==> config.mk <==
export PLATFORM = sky130hd
export DESIGN_NAME = port_egress_buffer
export DESIGN_NICKNAME = d
export VERILOG_FILES = /design/src/rtl/port_egress_buffer.sv
export SDC_FILE = /design/constraint.sdc
export NUM_CORES = 1
export LEC_CHECK = 0
export CAP_MARGIN = 20
export CORE_UTILIZATION = 55
export DETAILED_ROUTE_END_ITERATION = 12
export GPL_ROUTABILITY_DRIVEN = 0
export GPL_TIMING_DRIVEN = 1
export PLACE_DENSITY = 0.72
export SKIP_CTS_REPAIR_TIMING = 1
export SLEW_MARGIN = 20
export SYNTH_ARGS = -nofsm -noshare
export SYNTH_HDL_FRONTEND = slang
export SYNTH_SLANG_ARGS = --single-unit
==> constraint.sdc <==
create_clock -name clock -period 6.15 [get_ports clock]
set_clock_uncertainty 0.15 [all_clocks]
set_input_delay 0.615 -clock clock [delete_from_list [all_inputs] [get_ports clock]]
set_output_delay 0.615 -clock clock [all_outputs]
set_load 0.03 [all_outputs]
==> src/rtl/port_egress_buffer.sv <==
// port_egress_buffer
//   Per-port store-and-forward egress buffer. Takes the orchestrator's 9-bit
//   word stream (bit 8 = start-of-frame, no backpressure), keeps only complete
//   frames of at least MIN_FRAME_WORDS words, and replays committed frames as
//   a byte stream with valid/ready, start and last flags.
//
//   Optional feature macro: PORT_EGRESS_BUFFER_DROP_COUNT_EN
//     defined   -> frame_drop_count counts dropped frames (saturating)
//     undefined -> no counter is built, frame_drop_count reads 16'h0000
//
//   Ports
//     clock, reset                  rising-edge clock, async active-high reset
//     port_transmit_data[8:0]       input word, bit 8 = start-of-frame
//     port_transmit_data_valid      input word valid (no backpressure)
//     transmit_data[7:0]            output byte
//     transmit_data_valid           output byte valid
//     transmit_data_start           output byte is first of a frame
//     transmit_data_last            output byte is last of a frame
//     transmit_data_ready           transmitter accepts the output byte
//     buffer_level                  occupied entries, including uncommitted
//     frame_drop_count[15:0]        dropped frames, saturating
module port_egress_buffer #(
    parameter int unsigned DEPTH           = 64,
    parameter logic [15:0] GAP_LIMIT       = 16'h000F,
    parameter int unsigned MIN_FRAME_WORDS = 12
) (
    input  logic                     clock,
    input  logic                     reset,
    input  logic [8:0]               port_transmit_data,
    input  logic                     port_transmit_data_valid,
    output logic [7:0]               transmit_data,
    output logic                     transmit_data_valid,
    output logic                     transmit_data_start,
    output logic                     transmit_data_last,
    input  logic                     transmit_data_ready,
    output logic [$clog2(DEPTH):0]   buffer_level,
    output logic [15:0]              frame_drop_count
);

    localparam int unsigned AW = $clog2(DEPTH);

    typedef logic [AW:0] ptr_t;
    typedef enum logic [1:0] {W_IDLE, W_FRAME, W_DISCARD} wr_state_t;

    localparam ptr_t DEPTH_PTR   = ptr_t'(DEPTH);
    localparam ptr_t MIN_LEN_PTR = ptr_t'(MIN_FRAME_WORDS);

    logic [8:0] mem [DEPTH];

    wr_state_t   state_q;
    ptr_t        write_pointer_q, commit_pointer_q, read_pointer_q;
    logic [15:0] gap_q;

    logic in_valid, in_sof;
    logic full, long_enough, gap_hit, base_full;
    ptr_t base_ptr, write_addr, read_next;
    logic mem_we, drop_event, load;
    logic [8:0] read_word, next_word;

    assign in_valid = port_transmit_data_valid;
    assign in_sof   = port_transmit_data[8];

    assign full        = (write_pointer_q - read_pointer_q) == DEPTH_PTR;
    assign long_enough = (write_pointer_q - commit_pointer_q) >= MIN_LEN_PTR;
    assign gap_hit     = gap_q == (GAP_LIMIT - 16'd1);

    // Write position after a start word closes the open frame: after the
    // commit, or at the rewound position if the frame was a runt.
    assign base_ptr  = long_enough ? write_pointer_q : commit_pointer_q;
    assign base_full = (base_ptr - read_pointer_q) == DEPTH_PTR;

    always_comb begin
        mem_we = 1'b0;
        if (in_valid) begin
            unique case (state_q)
                W_IDLE:    mem_we = in_sof && !full;
                W_FRAME:   mem_we = in_sof ? !base_full : !full;
                W_DISCARD: mem_we = in_sof && !full;
                default:   mem_we = 1'b0;
            endcase
        end
    end

    assign write_addr = (state_q == W_FRAME && in_sof) ? base_ptr : write_pointer_q;

    // One frame is lost per cycle at most: a runt close and a full buffer
    // after that close cannot coincide, since the rewind frees space.
    always_comb begin
        drop_event = 1'b0;
        unique case (state_q)
            W_IDLE:    drop_event = in_valid && in_sof && full;
            W_FRAME:   drop_event = in_valid ? (in_sof ? (!long_enough || base_full) : full)
                                             : (gap_hit && !long_enough);
            W_DISCARD: drop_event = in_valid && in_sof && full;
            default:   drop_event = 1'b0;
        endcase
    end

    always_ff @(posedge clock) begin
        if (mem_we) mem[write_addr[AW-1:0]] <= port_transmit_data;
    end

    // Write FSM
    always_ff @(posedge clock or posedge reset) begin
        if (reset) begin
            state_q          <= W_IDLE;
            write_pointer_q  <= '0;
            commit_pointer_q <= '0;
            gap_q            <= '0;
        end else begin
            if (in_valid) gap_q <= '0;
            unique case (state_q)
                W_IDLE: begin
                    if (in_valid && in_sof) state_q <= mem_we ? W_FRAME : W_DISCARD;
                end
                W_FRAME: begin
                    if (in_valid) begin
                        if (in_sof) begin
                            if (long_enough) commit_pointer_q <= write_pointer_q;
                            if (!mem_we) begin
                                state_q         <= W_DISCARD;
                                write_pointer_q <= base_ptr;
                            end
                        end else if (!mem_we) begin
                            state_q         <= W_DISCARD;
                            write_pointer_q <= commit_pointer_q;
                        end
                    end else if (gap_hit) begin
                        gap_q   <= '0;
                        state_q <= W_IDLE;
                        if (long_enough) commit_pointer_q <= write_pointer_q;
                        else             write_pointer_q  <= commit_pointer_q;
                    end else begin
                        gap_q <= gap_q + 16'd1;
                    end
                end
                W_DISCARD: begin
                    if (in_valid) begin
                        if (mem_we) state_q <= W_FRAME;
                    end else if (gap_hit) begin
                        gap_q   <= '0;
                        state_q <= W_IDLE;
                    end else begin
                        gap_q <= gap_q + 16'd1;
                    end
                end
                default: state_q <= W_IDLE;
            endcase
            // Any accepted word advances from its write position; this
            // overrides the rewinds above only when a word is written.
            if (mem_we) write_pointer_q <= write_addr + ptr_t'(1);
        end
    end

    // Read side
    assign read_next = read_pointer_q + ptr_t'(1);
    assign read_word = mem[read_pointer_q[AW-1:0]];
    assign next_word = mem[read_next[AW-1:0]];
    assign load      = (read_pointer_q != commit_pointer_q)
                       && (!transmit_data_valid || transmit_data_ready);

    always_ff @(posedge clock or posedge reset) begin
        if (reset) begin
            read_pointer_q      <= '0;
            transmit_data       <= '0;
            transmit_data_valid <= 1'b0;
            transmit_data_start <= 1'b0;
            transmit_data_last  <= 1'b0;
        end else if (load) begin
            read_pointer_q      <= read_next;
            transmit_data       <= read_word[7:0];
            transmit_data_valid <= 1'b1;
            transmit_data_start <= read_word[8];
            transmit_data_last  <= (read_next == commit_pointer_q)
                                   || (next_word[8] && read_next != write_pointer_q);
        end else if (transmit_data_ready) begin
            transmit_data_valid <= 1'b0;
        end
    end

    assign buffer_level = write_pointer_q - read_pointer_q;

`ifdef PORT_EGRESS_BUFFER_DROP_COUNT_EN
    logic [15:0] drop_count_q;

    always_ff @(posedge clock or posedge reset) begin
        if (reset) begin
            drop_count_q <= '0;
        end else if (drop_event && drop_count_q != 16'hFFFF) begin
            drop_count_q <= drop_count_q + 16'd1;
        end
    end

    assign frame_drop_count = drop_count_q;
`else
    logic unused_drop_event;
    assign unused_drop_event = drop_event;
    assign frame_drop_count  = 16'h0000;
`endif

endmodule

==> Yosys cells after proc, flatten, opt, wreduce, memory -nomap -nowiden <==
Memory sizes are Yosys's and may differ from the RTL's. A register that Yosys moved wholly into a read port is not among the register bits.
Cells that the tools add are included.
{ "totals": {"regBits": 41, "word_cells": 72, "ram_bits": 576, "out_inout_bits": 34, "mem_count": 1, "inputBits": 13} }
{ "op_classes": {"addsub": 6, "n_reduce_logical": 20, "n_mux": 26, "n_eq_ne": 11, "order_cmp": 1} }
{ "mem_list": {"columns": ["name", "words", "word_bits", "read_ports", "rd_clocked_by_memory_dff", "write_ports", "line", "text"], "rows": [
  ["mem", 64, 9, 2, 1, 1, "48", "logic [8:0] mem [DEPTH];"]
]} }
{ "op_table": {"columns": ["cell", "count"], "rows": [
  ["$mux W16", 4],
  ["$mux W7", 7],
  ["$sub A7 B7 Y7", 3],
  ["$add A16 B1 Y16 const B", 1],
  ["$eq A16 B4 Y1 const B", 1],
  ["$add A7 B1 Y7 const B", 2],
  ["$eq A7 B7 Y1 const B", 2],
  ["$mux W2", 7],
  ["$ne A7 B7 Y1", 2],
  ["$eq A7 B7 Y1", 1],
  ["$ge A7 B4 Y1 const B", 1],
  ["$mux W1", 6],
  ["$ne A3 B3 Y1 const B", 2],
  ["$pmux W2 S3", 1],
  ["$reduce_bool A2 Y1", 3],
  ["$logic_and A1 B1 Y1", 5],
  ["$reduce_and A2 Y1", 2],
  ["$reduce_or A2 Y1", 2],
  ["$logic_not A1 Y1", 3],
  ["$reduce_and A3 Y1", 1],
  ["$reduce_bool A3 Y1", 1],
  ["$eq A2 B1 Y1 const B", 1],
  ["$eq A2 B2 Y1 const B", 1],
  ["$logic_not A2 Y1", 1],
  ["3 further kinds", 4]
]} }

==> Longest topological paths before layout <==
{ "depth": {"ltp_word": 12, "depth_mapped": 21, "mapped_depth_nobuf": 18} }

==> Worst setup path after synthesis <==
No wires, ideal clock.
{ "synth_timing": {"path_type": "register to register", "start": "register commit_pointer_q[2]", "end": "memory mem[48][0] (enable)", "arrival_time_ns": 4.951, "synth_period_minus_slack_ns": 5.488, "n_path_buf": 3, "t_required_ns": 5.613, "setup_ns": 0.387, "setup_slack_ns": 0.662, "path_stages_with_launch": 21, "path_cell_list": "dfrtp_1 inv_1 ha_1 o21a_1 or4b_1 nand3_1 nand2_1 clkbuf_1 nand2_1 o21ai_0 ha_1 nand3b_1 a21boi_0 mux2i_1 o211ai_1 nor3b_2 or3_4 and2_4 buf_6 clkbuf_1 nor3_1"} }
{ "synth_via": {"elab_chain_cells": 11, "word_cells_on_any_way": 12, "cone_classes": "add/sub (2); order compare (1); eq/ne (1); mux (7); reduce/logical (1)"} }
{ "synth_lines": {"columns": ["item", "line", "text"], "rows": [
  ["start: declaration", "51", "ptr_t write_pointer_q, commit_pointer_q, read_pointer_q;"],
  ["start signal: assignment", "119", "if (long_enough) commit_pointer_q <= write_pointer_q;"],
  ["start signal: assignment", "131", "if (long_enough) commit_pointer_q <= write_pointer_q;"],
  ["$sub A7 B7 Y7", "64", "assign long_enough = (write_pointer_q - commit_pointer_q) >= MIN_LEN_PTR;"],
  ["$ge A7 B4 Y1", "64", null],
  ["$mux W7 (*)", null, null],
  ["$sub A7 B7 Y7", "70", "assign base_full = (base_ptr - read_pointer_q) == DEPTH_PTR;"],
  ["$eq A7 B7 Y1", "70", null],
  ["$logic_not A1 Y1", "77", "W_FRAME: mem_we = in_sof ? !base_full : !full;"],
  ["$mux W1", "77", null],
  ["$pmux W1 S2", "75", "unique case (state_q)"],
  ["$mux W1", "74", "if (in_valid) begin"],
  ["$mux W1", "100", "if (mem_we) mem[write_addr[AW-1:0]] <= port_transmit_data;"],
  ["$mux W1 (not written as such)", "100", null],
  ["end: declaration", "48", null]
]} }
Every way passes the cells marked *; elsewhere a longest branch is shown, timed or not.

==> Worst setup path after layout <==
{ "layout_timing": {"start": "register commit_pointer_q[2]", "end": "memory mem[0][7] (enable)"} }
The elaborated chain is that of the path after synthesis.

==> key figures <==
Pwr
  • Worst vdd ir: 394.5 uV
  • Power share of the clock group: 25.8%
  • Power Density: 480.1 nW/um2
  • Switching portion of total power: 34.18%
  • Static Leak: 9.949 nW
  • PnR Total Power: 14.50 mW
  • Sw Pwr: 4.954 mW
  • Gate power share: 39.9%
  • Flop pwr share: 34.3%
  • Internal: 9.541 mW

Global route
  • Top Usage Layer GRT: met2
  • Met2 global-route usage: 39.51%
  • Met1 usage: 37.89%
  • Initial antenna violation count: 1
  • First-pass GRT wire length: 92,690 um
  • Largest net degree at the start of global routing: 151
  • GRT Total Usage: 25.58%
  • Vias in the first global route: 14.08k
  • Grt met3 use: 4.985%
  • GRT overflow: 0

Synthesis
  • Netlist Area Pre-Place: 26,700 um2
  • Syn Area/Cell: 18.88 um2
  • Number of synthesized flops with an enable pin: 576
  • Warnings, synthesis: 0
  • Sequential-to-total area share from yosys stat: 69.46%
  • Post-synth ARST share: 7.987%
  • Main flop type after synthesis: edfxtp_1
  • Unique masters post-synth: 67
  • Synth Register Bits: 626
  • Post-Synthesis Cells: 1,414

Routing
  • Total wire length: 61,140 um
  • Routed Antenna Nets: 0
  • Pre-antenna DRT Iters: 7
  • DR vias: 14.19k
  • Vias/cell: 6.459
  • Routed WL per cell: 27.83 um
  • DRC Markers: 0
  • Drt initial violations: 1,579

Floorplan
  • Starting density of the core: 55.81%
  • Chip width: 222.3 um
  • Core area: 47,850 um2
  • Row Count: 80
  • Die area: 49,440 um2
  • # IOs: 47
  • Chip height: 222.3 um

Min path
  • Worst min path class: input port to flop

Final layout
  • Most frequent cells in the layout: edfxtp_1, mux4_2, buf_4, nor2_1, clkbuf_16
  • Nets: 1,569
  • Antenna cells: 0
  • Area growth syn-to-layout: 13.08%
  • Fillers: 3,295
  • Share of cells above drive strength 1: 27.69%
  • Commonest non-fill, non-tap cell in the layout: edfxtp_1

Timing
  • Final hold slack: 0.3033 ns
  • RSZ-0062 raised after global routing: false
  • Worst slew pin tran: 0.9726 ns
  • Final Cycle Share: 94.28%
  • TNS Setup: 0 ns
  • Fmax: 0.1725 GHz
  • Final Hold Viols: 0
  • Clock period minus worst slack: 5.798 ns
  • Rel. slew slack: 35.16%
  • Slew Limit Fails: 0
  • Final Setup Violations: 0

Clock tree
  • Root Buffer: clkbuf_16
  • Num Clock Sinks: 626
  • Htree depth: 2
  • Clk buf depth: 3
  • CTS buffer count: 61
  • Clock Latency Late Sink: 0.63 ns
  • Clock transition at path regs: 0.07 ns
  • CTS tree: yes

Run
  • Maxcap violations: 0

Setup path
  • CP Data Arrival Time: 5.97 ns
  • Startpoint Class: flop
  • Crit-path max FO: 22
  • CP Class: flop to flop
  • Worst endpoint required time: 6.32 ns
  • CP endpoint kind: flop

Place
  • Port bufs: 30
  • Dpl hpwl: 38,210 um

Status
  • Run status: complete, no violations
## cells by family after synthesis
| family | Yosys count | synth area share, % |
|---|---|---|
| compound gates | 123 | 2.994 |
| buf+inv | 117 | 1.959 |
| fa+ha+maj | 27 | 1.293 |
| xor+xnor | 39 | 1.279 |
| mux | 228 | 18.44 |
| other cells | 1 | 0.01404 |
| simple gates | 253 | 4.564 |
| flops | 626 | 69.46 |
## power groups by stage
stage / registers, mW / clock network (mW) / logic, mW
floorplan: 5.08 / 0 / 3.91
detailed placement: 5.06 / 0 / 5.74
global placement: 5.05 / 0 / 5.68
global route: 4.99 / 3.95 / 6.13
CTS: 4.97 / 3.80 / 5.76
finish: 4.97 / 3.74 / 5.79
## per-layer routing
layer  vias to the layer above  wire [um]
met1                      7403      25190
met3                       106       5233
li1                       5994          -
met4                         2       1526
met2                       686      29170
met5                         -         13
## flip-flops by register name, summed over array words and instances, names as in the netlist
name and count:
commit_pointer_q 7, transmit_data 8, transmit_data_start 1, transmit_data_last 1, transmit_data_valid 1, gap_q 16, write_pointer_q 7, state_q 2
read_pointer_q 7, mem 576
## cells in the mapped netlist (all sizes together) (2+ instances only)
| library cell | number | area share [%] |
|---|---|---|
| a21boi | 2 | 0.056 |
| a21o | 4 | 0.11 |
| a21oi | 27 | 0.51 |
| a221oi | 4 | 0.20 |
| a22o | 3 | 0.098 |
| a31o | 2 | 0.066 |
| a31oi | 4 | 0.094 |
| and2 | 5 | 0.13 |
| and3 | 10 | 0.23 |
| buf | 47 | 0.97 |
| clkbuf | 41 | 0.58 |
| clkinv | 3 | 0.042 |
| dfrtp | 50 | 4.7 |
| edfxtp | 576 | 65 |
| ha | 26 | 1.2 |
| inv | 26 | 0.37 |
| mux2 | 11 | 0.46 |
| mux2i | 7 | 0.26 |
| mux4 | 210 | 18 |
| nand2 | 47 | 0.66 |
| nand2b | 5 | 0.12 |
| nand3 | 27 | 0.51 |
| nand3b | 2 | 0.056 |
| nand4 | 12 | 0.28 |
| nor2 | 96 | 1.4 |
| nor2b | 7 | 0.16 |
| nor3 | 18 | 0.34 |
| nor3b | 3 | 0.10 |
| nor4 | 4 | 0.094 |
| o211ai | 4 | 0.11 |
| o21a | 4 | 0.11 |
| o21ai | 41 | 0.77 |
| o221ai | 2 | 0.066 |
| o22ai | 4 | 0.094 |
| o311ai | 2 | 0.066 |
| o31a | 3 | 0.098 |
| o31ai | 5 | 0.14 |
| or3 | 11 | 0.28 |
| or4 | 2 | 0.056 |
| xnor2 | 27 | 0.89 |
| xor2 | 12 | 0.39 |
## worst paths after layout
kind | to | slack [ns] | start | depth (start not counted)
worst min-delay path | mem[0][8] | 0.30 | port_transmit_data[8] | 1
worst max register to register | mem[0][7] | 0.35 | commit_pointer_q[2] | 19
worst min register to register | gap_q[3] | 0.36 | gap_q[3] | 1
min in group asynchronous | gap_q[1] | 0.34 | reset | 3
worst max-delay path | mem[0][7] | 0.35 | commit_pointer_q[2] | 19
max in group asynchronous | read_pointer_q[1] | 4.92 | reset | 3
## critical path, cell delays in order, from the launching register on
cell and delay (ns):
dfrtp_1 0.43, inv_1 0.13, ha_1 0.33, o21a_1 0.23
or4b_1 0.50, nand3_1 0.21, nand2_2 0.21, nand2_1 0.11
o21ai_0 0.13, ha_1 0.36, nand3b_1 0.10, a21boi_0 0.31
mux2i_1 0.25, o211ai_1 0.17, nor3b_2 0.21, or3_4 0.42
and2_4 0.25, or3_1 0.56, nor2_1 0.19, buf_4 0.22
## stage by stage
step	util (%)	setup slack, ns	instance area (um2)	std cells
floorplan	-	0.6622	26760	1429
global placement	58.73	0.2348	28100	2080
detailed placement	58.73	0.1051	28100	2080
CTS	62.93	0.05674	30110	2196
global route	63.11	0.06497	30200	2197
finish	63.11	0.3518	30200	2197
## final cells by class
class | count | area [um2] | area share (%)
clock buffers | 72 | 1589 | 5.262
clock inverters | 44 | 420.4 | 1.392
inverters | 29 | 108.9 | 0.3605
multi-input cells | 686 | 7752 | 25.67
flip-flops and latches | 626 | 18560 | 61.46
well taps | 615 | 769.5 | 2.548
repair buffers | 125 | 998.5 | 3.307
(Power assumes the default switching activity.)
==> variant: new RTL, config.mk and constraints unchanged <==
Register the output `buffer_level`, with the module's reset; this adds one clock of latency there. The other outputs are not delayed to match.
--- a/src/rtl/port_egress_buffer.sv
+++ b/src/rtl/port_egress_buffer.sv
@@ -178,7 +178,13 @@
         end
     end
 
-    assign buffer_level = write_pointer_q - read_pointer_q;
+    always_ff @(posedge clock or posedge reset) begin
+        if (reset) begin
+            buffer_level <= '0;
+        end else begin
+            buffer_level <= write_pointer_q - read_pointer_q;
+        end
+    end
 
 `ifdef PORT_EGRESS_BUFFER_DROP_COUNT_EN
     logic [15:0] drop_count_q;
Function: changed (Yosys sat finds a counterexample within 4 cycles, from zero or initial values and one cycle with reset high).
==> variant against the unedited design <==
Die area increased by 0.24%; cell area down 0.11%; sequential cell count increased by 7; synthesized area rose by 0.25%; total power decreased by 2.8%; combinational power is 7.4% lower; routed wire length about the same; setup slack better by 0.047 ns; critical endpoint is now mem[60][2]; highest routed layer unchanged.
==> variant: results (changes against the unedited design) <==
The first-pass iteration count of the detailed router is 5 (was 7), and the highest net fanout along the worst path is 19 (was 22). The initial antenna violation count is 4 (was 1). The instance count after placement with tap cells included was 2082 (was 2080). The kind of cell adding the most delay to the critical path is compound AO/OA/AOI/OAI gates (was simple AND/OR/NAND/NOR gates).

The logs give 67 (was 151) for the largest net degree at the start of global routing and 65 (was 67) for the number of unique standard cell types used by synthesis. The via-per-instance ratio works out to 6.428 (was 6.459). Post-synth top cells: edfxtp_1, mux4_2, nor2_1, dfrtp_1, nand2_1 (unchanged). The critical path's largest stage delay is 0.46 ns (was 0.56 ns). The share of synthesized area occupied by flip-flops and latches came out at 69.94% (was 69.46%). The routed length per placed instance was 27.83 um (about the same). The slew of the pin with the lowest slew margin is 0.9654 ns (was 0.9726 ns).

Worst-path cell with the longest stage delay: dfrtp_2 (was or3_1). The met2 wire length is 29.82 mm (was 29.17 mm). The HPWL after detailed placement is 37.49 mm (was 38.21 mm).

The endpoint with the worst hold slack is mem[2][8] (was mem[0][8]). The post-route non-filler standard cell count came out at 2196 (was 2197). The run finished with clean final reports. The path depth of the worst reg2reg path came out at 22 (was 19). Largest cells by area after synthesis: edfxtp_1, mux4_2, dfrtp_1, nor2_1, ha_1 (unchanged). The leakage power summed over all cells was 9.924 nW (was 9.949 nW). The average footprint of a synthesized cell came out at 19.03 sq um (was 18.88 sq um). The capturing point of the worst reg2reg path is mem[60][2] (was mem[0][7]). Met3 wire length: 5.258 mm (was 5.233 mm). Number of buffers created by CTS: 60 (was 61).

The tools report the worst slack after detailed placement as 0.1395 ns (was 0.1051 ns). The run gives 24.49 mm (was 25.19 mm) as the met1 routed wirelength after detailed routing.
variant: cell count changes after synthesis, sizes merged, moves of 5 or more:
cell    unedited run  this run
nor2              96       107
nor3              18         7
dfrtp             50        57
nand3             27        20
nand3b             2         7
or2                0         5
or3               11         6
variant: logic make-up after synthesis:
kind of cell	after synthesis	share of synthesized area [%]
buffers and inverters	114	1.912
other	1	0.01401
DFF	633	69.94
adders and majority gates	27	1.290
AOI/OAI and AO/OA	119	2.842
and+or+nand+nor	244	4.244
xor gates and xnor gates	38	1.243
muxes	231	18.51
variant: final cells by class:
| cell class | count | area [sq um] | share of cell area, % |
|---|---|---|---|
| antenna | 1 | 2.502 | 0.008296 |
| clock buffer | 74 | 1575 | 5.223 |
| inverter | 26 | 97.59 | 0.3236 |
| multi-input combinational | 675 | 7619 | 25.26 |
| timing repair buffer | 133 | 1032 | 3.422 |
| tap | 615 | 769.5 | 2.551 |
| sequential | 633 | 18730 | 62.11 |
| clock inverter | 39 | 334.1 | 1.108 |
variant: metal layers:
| metal | GRT usage, % | up-vias |
|---|---|---|
| li1 | - | 5948 |
| met1 | 36.56 | 7400 |
| met2 | 40.32 | 661 |
| met3 | 4.880 | 104 |
| met4 | 7.186 | 2 |
| met5 | 0 | - |
variant: per-stage QoR:
| stage | hold WS (ns) | area [sq um] |
|---|---|---|
| 3_3_place_gp | 0.3410 | 28220 |
| 6_report | 0.2638 | 30160 |
| 4_1_cts | 0.2119 | 30130 |
| 3_5_place_dp | 0.3526 | 28220 |
| 2_1_floorplan | 0.3088 | 26830 |
| 5_1_grt | 0.2255 | 30160 |
variant: worst register-to-register path, cell delays in order, from the launching register on:
cell,delay [ns]
dfrtp_2,0.46
inv_1,0.16
ha_1,0.28
o21a_1,0.23
or3_1,0.32
a21boi_1,0.27
o21ai_2,0.18
a21oi_1,0.27
inv_1,0.07
ha_1,0.29
nor2b_1,0.15
o31a_1,0.28
o41a_1,0.42
nand3b_1,0.13
a41o_1,0.18
a21oi_2,0.09
o41ai_4,0.38
buf_6,0.25
nor2b_1,0.23
nand2_1,0.07
buf_4,0.21
nor2_1,0.15
buf_4,0.21
variant: worst max-delay path by stage:
| stage | startpoint | to | slack, ns |
|---|---|---|---|
| floorplan | commit_pointer_q[2] | mem[0][0] | 0.63 |
| global placement | commit_pointer_q[2] | mem[32][5] | 0.32 |
| detailed placement | commit_pointer_q[2] | mem[16][3] | 0.14 |
| CTS | commit_pointer_q[2] | mem[56][4] | 0.11 |
| global route | commit_pointer_q[2] | mem[60][7] | 0.04 |
| finish | commit_pointer_q[2] | mem[60][2] | 0.40 |
variant: where the power goes:
group	total, W	internal (W)	switching (W)
Combinational	0.00536	0.00246	0.00291
Sequential	0.00512	0.00490	0.000227
Clock	0.00360	0.00203	0.00157
Total	0.0141	0.00938	0.00471
